File: src/rtl/led_display_queue.sv
// rtl/led_display_queue.sv - UART byte to LED driver with latch, queued-dwell and blink modes
// Mode is runtime-selectable; a mode change flushes the queue and restarts timers while led holds.
module led_display_queue #(
  parameter int DATA_W       = 8,
  parameter int DEPTH        = 4,
  parameter int DWELL_CYCLES = 50_000_000,
  parameter int BLINK_CYCLES = 25_000_000
) (
  input  logic                       clk,
  input  logic                       reset,
  input  logic [DATA_W-1:0]          uart_data,
  input  logic                       uart_ready,
  input  logic [1:0]                 mode,
  input  logic                       clear_ovf,
  output logic [DATA_W-1:0]          led,
  output logic [$clog2(DEPTH+1)-1:0] fifo_count,
  output logic                       overflow,
  output logic                       busy
);

  localparam int CNT_W = $clog2(DEPTH + 1);
  localparam int PTR_W = $clog2(DEPTH);
  localparam int DW_W  = (DWELL_CYCLES > 1) ? $clog2(DWELL_CYCLES) : 1;
  localparam int BL_W  = (BLINK_CYCLES > 1) ? $clog2(BLINK_CYCLES) : 1;

  localparam logic [DW_W-1:0]  DWELL_LOAD = DW_W'(DWELL_CYCLES - 1);
  localparam logic [BL_W-1:0]  BLINK_LAST = BL_W'(BLINK_CYCLES - 1);
  localparam logic [CNT_W-1:0] FULL_COUNT = CNT_W'(DEPTH);

  localparam logic [0:0] ST_IDLE = 1'b0;
  localparam logic [0:0] ST_SHOW = 1'b1;

  localparam logic [1:0] MODE_QUEUE = 2'b01;
  localparam logic [1:0] MODE_BLINK = 2'b10;

  logic [DATA_W-1:0] mem [DEPTH];
  logic [PTR_W-1:0]  wr_ptr, rd_ptr;
  logic [0:0]        state;
  logic [DW_W-1:0]   dwell;
  logic [BL_W-1:0]   blink_cnt;
  logic              phase;
  logic [DATA_W-1:0] held;
  logic [1:0]        mode_q;

  logic              mode_chg, is_queue, is_blink, fifo_full;
  logic              pop, push, drop;
  logic [CNT_W-1:0]  count_cur, count_nxt;
  logic [PTR_W-1:0]  wr_cur, rd_cur, wr_nxt, rd_nxt;
  logic [0:0]        state_cur, state_nxt;
  logic [DW_W-1:0]   dwell_cur, dwell_nxt;
  logic [BL_W-1:0]   blink_nxt;
  logic              phase_nxt;
  logic [DATA_W-1:0] held_nxt, led_nxt;
  logic              ovf_nxt, busy_nxt;

  // On a mode change the "current" view of the queue is already flushed, so a
  // strobe in that same cycle is handled by the new mode against an empty FIFO.
  always_comb begin
    mode_chg  = (mode != mode_q);
    is_queue  = (mode == MODE_QUEUE);
    is_blink  = (mode == MODE_BLINK);
    count_cur = mode_chg ? '0 : fifo_count;
    wr_cur    = mode_chg ? '0 : wr_ptr;
    rd_cur    = mode_chg ? '0 : rd_ptr;
    state_cur = mode_chg ? ST_IDLE : state;
    dwell_cur = mode_chg ? '0 : dwell;
    fifo_full = (count_cur == FULL_COUNT);

    pop  = is_queue && (count_cur != '0) && ((state_cur == ST_IDLE) || (dwell_cur == '0));
    push = is_queue && uart_ready && (!fifo_full || pop);
    drop = is_queue && uart_ready && fifo_full && !pop;

    count_nxt = count_cur;
    if (push && !pop) begin
      count_nxt = count_cur + CNT_W'(1);
    end else if (pop && !push) begin
      count_nxt = count_cur - CNT_W'(1);
    end
    wr_nxt = push ? wr_cur + PTR_W'(1) : wr_cur;
    rd_nxt = pop  ? rd_cur + PTR_W'(1) : rd_cur;

    state_nxt = state_cur;
    dwell_nxt = dwell_cur;
    led_nxt   = led;
    held_nxt  = mode_chg ? led : held;
    phase_nxt = mode_chg ? 1'b1 : phase;
    blink_nxt = mode_chg ? '0 : blink_cnt;

    if (is_queue) begin
      if (pop) begin
        led_nxt   = mem[rd_cur];
        dwell_nxt = DWELL_LOAD;
        state_nxt = ST_SHOW;
      end else if (state_cur == ST_SHOW) begin
        if (dwell_cur != '0) begin
          dwell_nxt = dwell_cur - DW_W'(1);
        end else begin
          state_nxt = ST_IDLE;
        end
      end
    end else if (is_blink) begin
      if (uart_ready) begin
        held_nxt  = uart_data;
        phase_nxt = 1'b1;
        blink_nxt = '0;
        led_nxt   = uart_data;
      end else if (!mode_chg) begin
        if (blink_cnt == BLINK_LAST) begin
          blink_nxt = '0;
          phase_nxt = ~phase;
        end else begin
          blink_nxt = blink_cnt + BL_W'(1);
        end
        led_nxt = phase_nxt ? held : '0;
      end
    end else if (uart_ready) begin
      led_nxt = uart_data;
    end

    // A drop in the same cycle as clear_ovf keeps the flag set.
    ovf_nxt  = drop | (overflow & ~clear_ovf);
    busy_nxt = (state_nxt == ST_SHOW) || (count_nxt != '0);
  end

  always_ff @(posedge clk) begin
    if (reset) begin
      led        <= '0;
      fifo_count <= '0;
      overflow   <= 1'b0;
      busy       <= 1'b0;
      state      <= ST_IDLE;
      dwell      <= '0;
      blink_cnt  <= '0;
      phase      <= 1'b1;
      held       <= '0;
      wr_ptr     <= '0;
      rd_ptr     <= '0;
      mode_q     <= mode;
    end else begin
      led        <= led_nxt;
      fifo_count <= count_nxt;
      overflow   <= ovf_nxt;
      busy       <= busy_nxt;
      state      <= state_nxt;
      dwell      <= dwell_nxt;
      blink_cnt  <= blink_nxt;
      phase      <= phase_nxt;
      held       <= held_nxt;
      wr_ptr     <= wr_nxt;
      rd_ptr     <= rd_nxt;
      mode_q     <= mode;
    end
  end

  always_ff @(posedge clk) begin
    if (!reset && push) begin
      mem[wr_cur] <= uart_data;
    end
  end

endmodule

File: config.mk
export PLATFORM = sky130hd
export DESIGN_NAME = led_display_queue
export DESIGN_NICKNAME = d
export VERILOG_FILES = /design/src/rtl/led_display_queue.sv
export SDC_FILE = /design/constraint.sdc
export NUM_CORES = 1
export LEC_CHECK = 0
export ABC_AREA = 1
export BUFFER_PORTS_ARGS = -buffer_cell sky130_fd_sc_hd__buf_2
export CAP_MARGIN = 40
export CELL_PAD_IN_SITES_DETAIL_PLACEMENT = 1
export CELL_PAD_IN_SITES_GLOBAL_PLACEMENT = 2
export CORE_ASPECT_RATIO = 1.1
export CORE_UTILIZATION = 36
export DETAILED_ROUTE_END_ITERATION = 10
export GPL_TIMING_DRIVEN = 0
export PLACE_DENSITY_LB_ADDON = 0.1
export SLEW_MARGIN = 20
export SYNTH_ARGS = -nofsm -noshare
export SYNTH_HDL_FRONTEND = slang
export SYNTH_SLANG_ARGS = --single-unit
export TNS_END_PERCENT = 10
File: constraint.sdc
create_clock -name clk -period 5.2 [get_ports clk]
set_clock_uncertainty 0.2 [all_clocks]
set_input_delay 0.78 -clock clk [delete_from_list [all_inputs] [get_ports clk]]
set_output_delay 0.78 -clock clk [all_outputs]
set_load 0.02 [all_outputs]
==> impl_metrics.env, run 1 <==
export IMPL_die_x_um=122
export IMPL_whs_ns=0.244
export IMPL_peakVddDrop_mv=0.151
export IMPL_fill_cells=1967
export IMPL_ys_flop_type="dfxtp_1"
export IMPL_setup_viol=0
export IMPL_layout_commonest_cell="nand2_1"
export IMPL_port_buffers=25
export IMPL_first_iter_violations=234
export IMPL_drt_total_wl_um=17100
export IMPL_cts_tree="yes"
export IMPL_drt_wirelength_per_cell_um=17.0
export IMPL_slowest_stage="nor2_1"
export IMPL_path_common_cell="nand2_1"
export IMPL_ys_async_sr_fraction=0
export IMPL_grt_util_met3=0.0238
export IMPL_rsz0062_at_grt="false"
export IMPL_synth_area_per_cell_um2=7.50
export IMPL_n_antenna_cell=0
export IMPL_grt_use_met2=0.350
export IMPL_first_pass_iters=5
export IMPL_hold_start="rd_ptr[1]"
export IMPL_path_clk_slew_ns=0.08
export IMPL_maxCapViolations=0
export IMPL_hp_class="flip-flop to flip-flop"
export IMPL_fin_ws_ns=0.346
export IMPL_grt_use_total=0.218
export IMPL_cts_root_buf="clkbuf_16"
export IMPL_outcome="completed"
export IMPL_hold_depth=1
export IMPL_vias_per_cell=5.17
export IMPL_ant_nets=0
export IMPL_synth_nets=787
export IMPL_top_usage_layer="met2"
export IMPL_arrival_ns=4.66
export IMPL_fmax_ghz=0.206
export IMPL_crit_type="primary input to flip-flop"
export IMPL_synth_seq_cells=112
export IMPL_h_tree_depth=3
export IMPL_postCtsSetupBuffers=0
export IMPL_path_cells="buf_2 -> xnor2_1 -> nand2_1 -> buf_4 -> inv_1 -> clkbuf_1 -> nand2_1 -> ha_1 -> ha_1 -> nor2_1 -> nand2_2 -> buf_6 -> a21boi_4 -> nand2_1 -> nor2_1"
export IMPL_syn_to_final_growth_pct=12.6
export IMPL_numCtsBuffers=9
export IMPL_reg2reg_slack_ns=0.60
export IMPL_synth_edf_count=32
export IMPL_fin_crit_sh=0.934
export IMPL_slew_headroom=0.526
export IMPL_use_met1=0.301
export IMPL_antenna_found_initial=0
export IMPL_p_seq_frac=0.500
export IMPL_synth_cells=764
export IMPL_ys_seq_area_frac=0.447
export IMPL_post_route_min_period_ns=4.85
export IMPL_die_h_um=134
export IMPL_io_pins=27
export IMPL_crit_reg2reg_capture="mem[2][6]"
export IMPL_preCtsSetupSlack_ns=-0.164
export IMPL_hpwl_um=12900
export IMPL_yosysWarnings=0
export IMPL_design_die_area_um2=16400
export IMPL_drc_errors=0
export IMPL_endpoint_kind="flip-flop"
export IMPL_coreArea_um2=15600
export IMPL_rows=48
export IMPL_routabilityCongestion=0.821
export IMPL_cts_sinks=112
export IMPL_drive_gt1_frac=0.0967
export IMPL_intPower_mw=1.35
export IMPL_grt_max_degree=23
export IMPL_cp_required_ns=5.01
export IMPL_clock_power_share=0.417
export IMPL_p_sw_mw=0.498
export IMPL_crit_path_max_incr_delay_ns=0.58
export IMPL_setup_tns_ns=0
export IMPL_most_common_layout_cells="nand2_1, nor2_1, inv_1"
export IMPL_leakage_nw=2.56
export IMPL_start_util=0.367
export IMPL_rr_worst_depth=14
export IMPL_p_comb_frac=0.084
export IMPL_final_net_count=825
export IMPL_crit_path_start_kind="primary input"
export IMPL_crit_fanout=10
export IMPL_grt_overflow=0
export IMPL_min_to="rd_ptr[1]"
export IMPL_tightest_slew_ns=0.707
export IMPL_grt_pass1_vias=5225
export IMPL_num_vias=5208
export IMPL_swShare=0.269
export IMPL_finalHoldViolCount=0
export IMPL_clk_path_buf_depth=2
export IMPL_power_density_nw_per_um2=287
export IMPL_r2r_start="mode_q[0]"
export IMPL_grt_pass1_wl_um=27600
export IMPL_clkLatencyLatePin_ns=0.37
export IMPL_ys_types=44
export IMPL_synth_area_um2=5730
export IMPL_slew_viol_final=0
==> flip-flops by register name, indices dropped and copies added (netlist names), 2 cells and up <==
name and flops:
mem 32, dwell 26, blink_cnt 25, held 8, led 8, fifo_count 3, mode_q 2, rd_ptr 2
wr_ptr 2
==> worst max-delay path, delay by kind of cell <==
family                   cells  cell delay [ns]
AND/OR/NAND/NOR              6             1.65
buffers and inverters        5             1.12
adder cells (fa/ha/maj)      2             0.50
XOR/XNOR                     1             0.37
AO/OA/AOI/OAI                1             0.23
==> kinds of logic after synthesis <==
logic type / synth area share
simple gates: 0.256
compound gates: 0.165
buf+inv: 0.0963
flops: 0.447
xor+xnor: 0.0153
fa+ha+maj: 0.0197
==> cell type report <==
type | count | area (um^2) | area share
Buffer | 24 | 116 | 0.0180
Clock buffer | 9 | 225 | 0.0349
Clock inverter | 7 | 105 | 0.0163
Inverter | 116 | 435 | 0.0675
Multi-Input combinational cell | 512 | 2620 | 0.406
Sequential cell | 112 | 2560 | 0.397
Tap cell | 200 | 250 | 0.0388
Timing Repair Buffer | 27 | 140 | 0.0217
==> power by group through the flow <==
stage | Sequential, mW | Clock, mW | Combinational, mW
2_1_floorplan | 0.951 | 0 | 0.0863
4_1_cts | 0.925 | 0.790 | 0.156
3_5_place_dp | 0.945 | 0 | 0.155
3_3_place_gp | 0.944 | 0 | 0.152
6_report | 0.925 | 0.772 | 0.155
5_1_grt | 0.927 | 0.818 | 0.170
==> timing repair <==
action,4_1_cts,5_1_grt
hold buffers,0,0
resized for setup,0,1
endpoints found under the setup margin,0,8
==> synth_stat cells (2+ instances only) <==
library cell	count	area, um^2
a211oi_1	4	30.0
a21oi_1	56	280
a311oi_1	8	70.1
a31oi_1	5	31.3
buf_1	4	15.0
buf_2	6	30.0
buf_6	2	22.5
clkbuf_1	11	41.3
clkinv_1	2	7.51
dfxtp_1	80	1600
edfxtp_1	32	961
ha_1	9	113
inv_1	112	420
inv_2	2	7.51
nand2_1	130	488
nand2_2	4	25.0
nand3_1	34	170
nand4_1	21	131
nor2_1	116	435
nor2_2	4	25.0
nor2_4	2	22.5
nor3_1	18	90.1
nor4_1	2	12.5
o211ai_1	16	120
o21a_1	9	67.6
o21ai_0	39	195
o21ai_1	3	15.0
o221a_2	5	56.3
o31ai_1	2	15.0
or2_2	3	18.8
or3_1	2	12.5
xnor2_1	4	35.0
xor2_1	6	52.6
==> per-stage QoR <==
stage | instances | util | total power, mW | area, um^2
6_report | 1007 | 0.413 | 1.85 | 6450
5_1_grt | 1007 | 0.413 | 1.92 | 6450
4_1_cts | 1006 | 0.413 | 1.87 | 6440
3_5_place_dp | 990 | 0.391 | 1.10 | 6110
3_3_place_gp | 989 | 0.391 | 1.10 | 6100
2_1_floorplan | 764 | - | 1.04 | 5730
==> worst max-delay path by stage <==
stage,startpoint,to,slack [ns],cells past startpoint
floorplan,mode[0],mem[0][0],1.28,14
global placement,mode[0],mem[1][5],-0.1,15
detailed placement,mode[0],mem[0][5],-0.16,15
CTS,mode[0],mem[0][3],0.20,15
global route,mode[0],mem[2][6],0.02,15
finish,mode[0],mem[2][6],0.35,15
==> metal layers <==
metal / part of all wire / vias to the layer above
met3: 0.025 / 17
met1: 0.48 / 2525
met5: 0 / -
li1: - / 2605
met2: 0.48 / 61
met4: 0.018 / 0
Note: power is estimated with default switching activity, not from simulation.
==> run 2, diff against run 1 <==
--- a/config.mk
+++ b/config.mk
@@ -13,2 +13,3 @@
 export CORE_ASPECT_RATIO = 1.1
+export CORE_MARGIN = 1.5
 export CORE_UTILIZATION = 36
==> constraint.sdc (replaced) <==
create_clock -name clk -period 5.2 [get_ports clk]
set_clock_uncertainty 0.2 [all_clocks]
set_input_delay 1.04 -clock clk [delete_from_list [all_inputs] [get_ports clk]]
set_output_delay 1.04 -clock clk [all_outputs]
set_load 0.02 [all_outputs]
==> impl_metrics.env, run 2 (synthesized netlist as in run 1, its figures left out) <==
export IMPL_hpwl_um=13200
export IMPL_reg2reg_slack_ns=0.94
export IMPL_rows=48
export IMPL_design_die_area_um2=16700
export IMPL_coreArea_um2=15600
export IMPL_outcome="completed"
export IMPL_final_net_count=824
export IMPL_setup_tns_ns=0
export IMPL_path_clk_slew_ns=0.08
export IMPL_peakVddDrop_mv=0.147
export IMPL_crit_type="primary input to flip-flop"
export IMPL_fin_crit_sh=0.919
export IMPL_most_common_layout_cells="nand2_1, nor2_1, inv_1"
export IMPL_hold_depth=1
export IMPL_port_buffers=25
export IMPL_power_density_nw_per_um2=276
export IMPL_setup_viol=0
export IMPL_postCtsSetupBuffers=0
export IMPL_maxCapViolations=0
export IMPL_finalHoldViolCount=0
export IMPL_grt_pass1_vias=5498
export IMPL_fill_cells=1992
export IMPL_clk_path_buf_depth=2
export IMPL_multiInputGateArea_um2=2620
export IMPL_drive_gt1_frac=0.0968
export IMPL_fmax_ghz=0.209
export IMPL_start_util=0.367
export IMPL_hp_class="flip-flop to flip-flop"
export IMPL_grt_overflow=0
export IMPL_layout_commonest_cell="nand2_1"
export IMPL_top_regs="mem: 32 flops, dwell: 26 flops, blink_cnt: 25 flops"
export IMPL_cts_root_buf="clkbuf_16"
export IMPL_drt_wirelength_per_cell_um=17.4
export IMPL_slew_viol_final=0
export IMPL_syn_to_final_growth_pct=11.9
export IMPL_leakage_nw=2.54
export IMPL_h_tree_depth=3
export IMPL_first_pass_iters=4
export IMPL_regArea_um2=2560
export IMPL_antenna_found_initial=0
export IMPL_drc_errors=0
export IMPL_first_iter_violations=210
export IMPL_die_h_um=135
export IMPL_grt_max_degree=21
export IMPL_vias_per_cell=5.26
export IMPL_whs_ns=0.244
export IMPL_top_register="mem"
export IMPL_num_vias=5296
export IMPL_tightest_slew_ns=0.747
export IMPL_cts_sinks=112
export IMPL_post_route_min_period_ns=4.78
export IMPL_io_pins=27
export IMPL_clkLatencyLatePin_ns=0.35
export IMPL_crit_fanout=12
export IMPL_crit_path_start_kind="primary input"
export IMPL_grt_pass1_wl_um=28300
export IMPL_rr_worst_depth=13
export IMPL_grt_use_total=0.221
export IMPL_cts_tree="yes"
export IMPL_ant_nets=0
export IMPL_largest_reg_flops=32
export IMPL_cp_required_ns=4.99
export IMPL_total_power_mw=1.77
export IMPL_numCtsBuffers=9
export IMPL_die_x_um=123
export IMPL_drt_total_wl_um=17500
export IMPL_rsz0062_at_grt="false"
export IMPL_routabilityCongestion=0.819
export IMPL_n_antenna_cell=0
export IMPL_arrival_ns=4.57
export IMPL_slew_headroom=0.500
export IMPL_endpoint_kind="flip-flop"
## run 2: cell count changes in the layout (fill, tap and decap cells not counted)
cell | before | now
nor2_1 | 115 | 114
nor2_2 | 5 | 6
clkinvlp_4 | 0 | 1
bufinv_16 | 1 | 0
clkinv_4 | 0 | 1
clkinv_8 | 2 | 0
## run 2: through the flow
| step | cell area, um^2 | util | setup WS (ns) | cells |
|---|---|---|---|---|
| 5_1_grt | 6410 | 0.410 | 0.0634 | 1006 |
| 3_3_place_gp | 6100 | 0.391 | -0.328 | 989 |
| 3_5_place_dp | 6100 | 0.391 | -0.436 | 989 |
| 2_1_floorplan | 5730 | - | 1.02 | 764 |
| 4_1_cts | 6390 | 0.410 | -0.0139 | 1005 |
| 6_report | 6410 | 0.410 | 0.420 | 1006 |
## run 2: area by class of cell
type	instances	area share
Clock inverter	6	0.00918
Buffer	23	0.0176
Timing Repair Buffer	27	0.0219
Inverter	116	0.0679
Clock buffer	10	0.0357
Multi-Input combinational cell	512	0.409
Tap cell	200	0.0390
Sequential cell	112	0.400
## run 2: metal layers
metal / part of all wire / global-route usage / wire (um) / up-vias
li1: - / - / - / 2610
met1: 0.48 / 0.291 / 8420 / 2618
met2: 0.49 / 0.381 / 8510 / 53
met3: 0.021 / 0.0248 / 360 / 15
met4: 0.013 / 0.0645 / 221 / 0
met5: 0 / 0 / 0 / -
## run 2: timing repair
item                       CTS  global route
resized for setup            1             1
hold buffers                 0             0
setup endpoints to repair    8            23
## run 2: report_power, final
group	leakage (nW)	switching, mW	internal [mW]
registers	0.938	0.0115	0.913
clock network	0.139	0.349	0.339
logic	1.46	0.111	0.0442
total	2.54	0.471	1.30
## run 2: worst paths after layout
| check | startpoint | end |
|---|---|---|
| setup / recovery | mode[0] | mem[1][0] |
| hold / removal | rd_ptr[1] | rd_ptr[1] |
| setup reg to reg | mode_q[0] | mem[1][0] |
| hold reg to reg | rd_ptr[1] | rd_ptr[1] |
## run 2: critical path, stage by stage
cell	delay (ns)
buf_2	0.12
xnor2_1	0.37
nand2_1	0.26
buf_4	0.26
inv_1	0.36
nand2_1	0.17
ha_1	0.26
ha_1	0.21
nor2_1	0.35
nand2_2	0.12
buf_6	0.18
a21boi_4	0.22
nand2_1	0.16
nor2_2	0.47
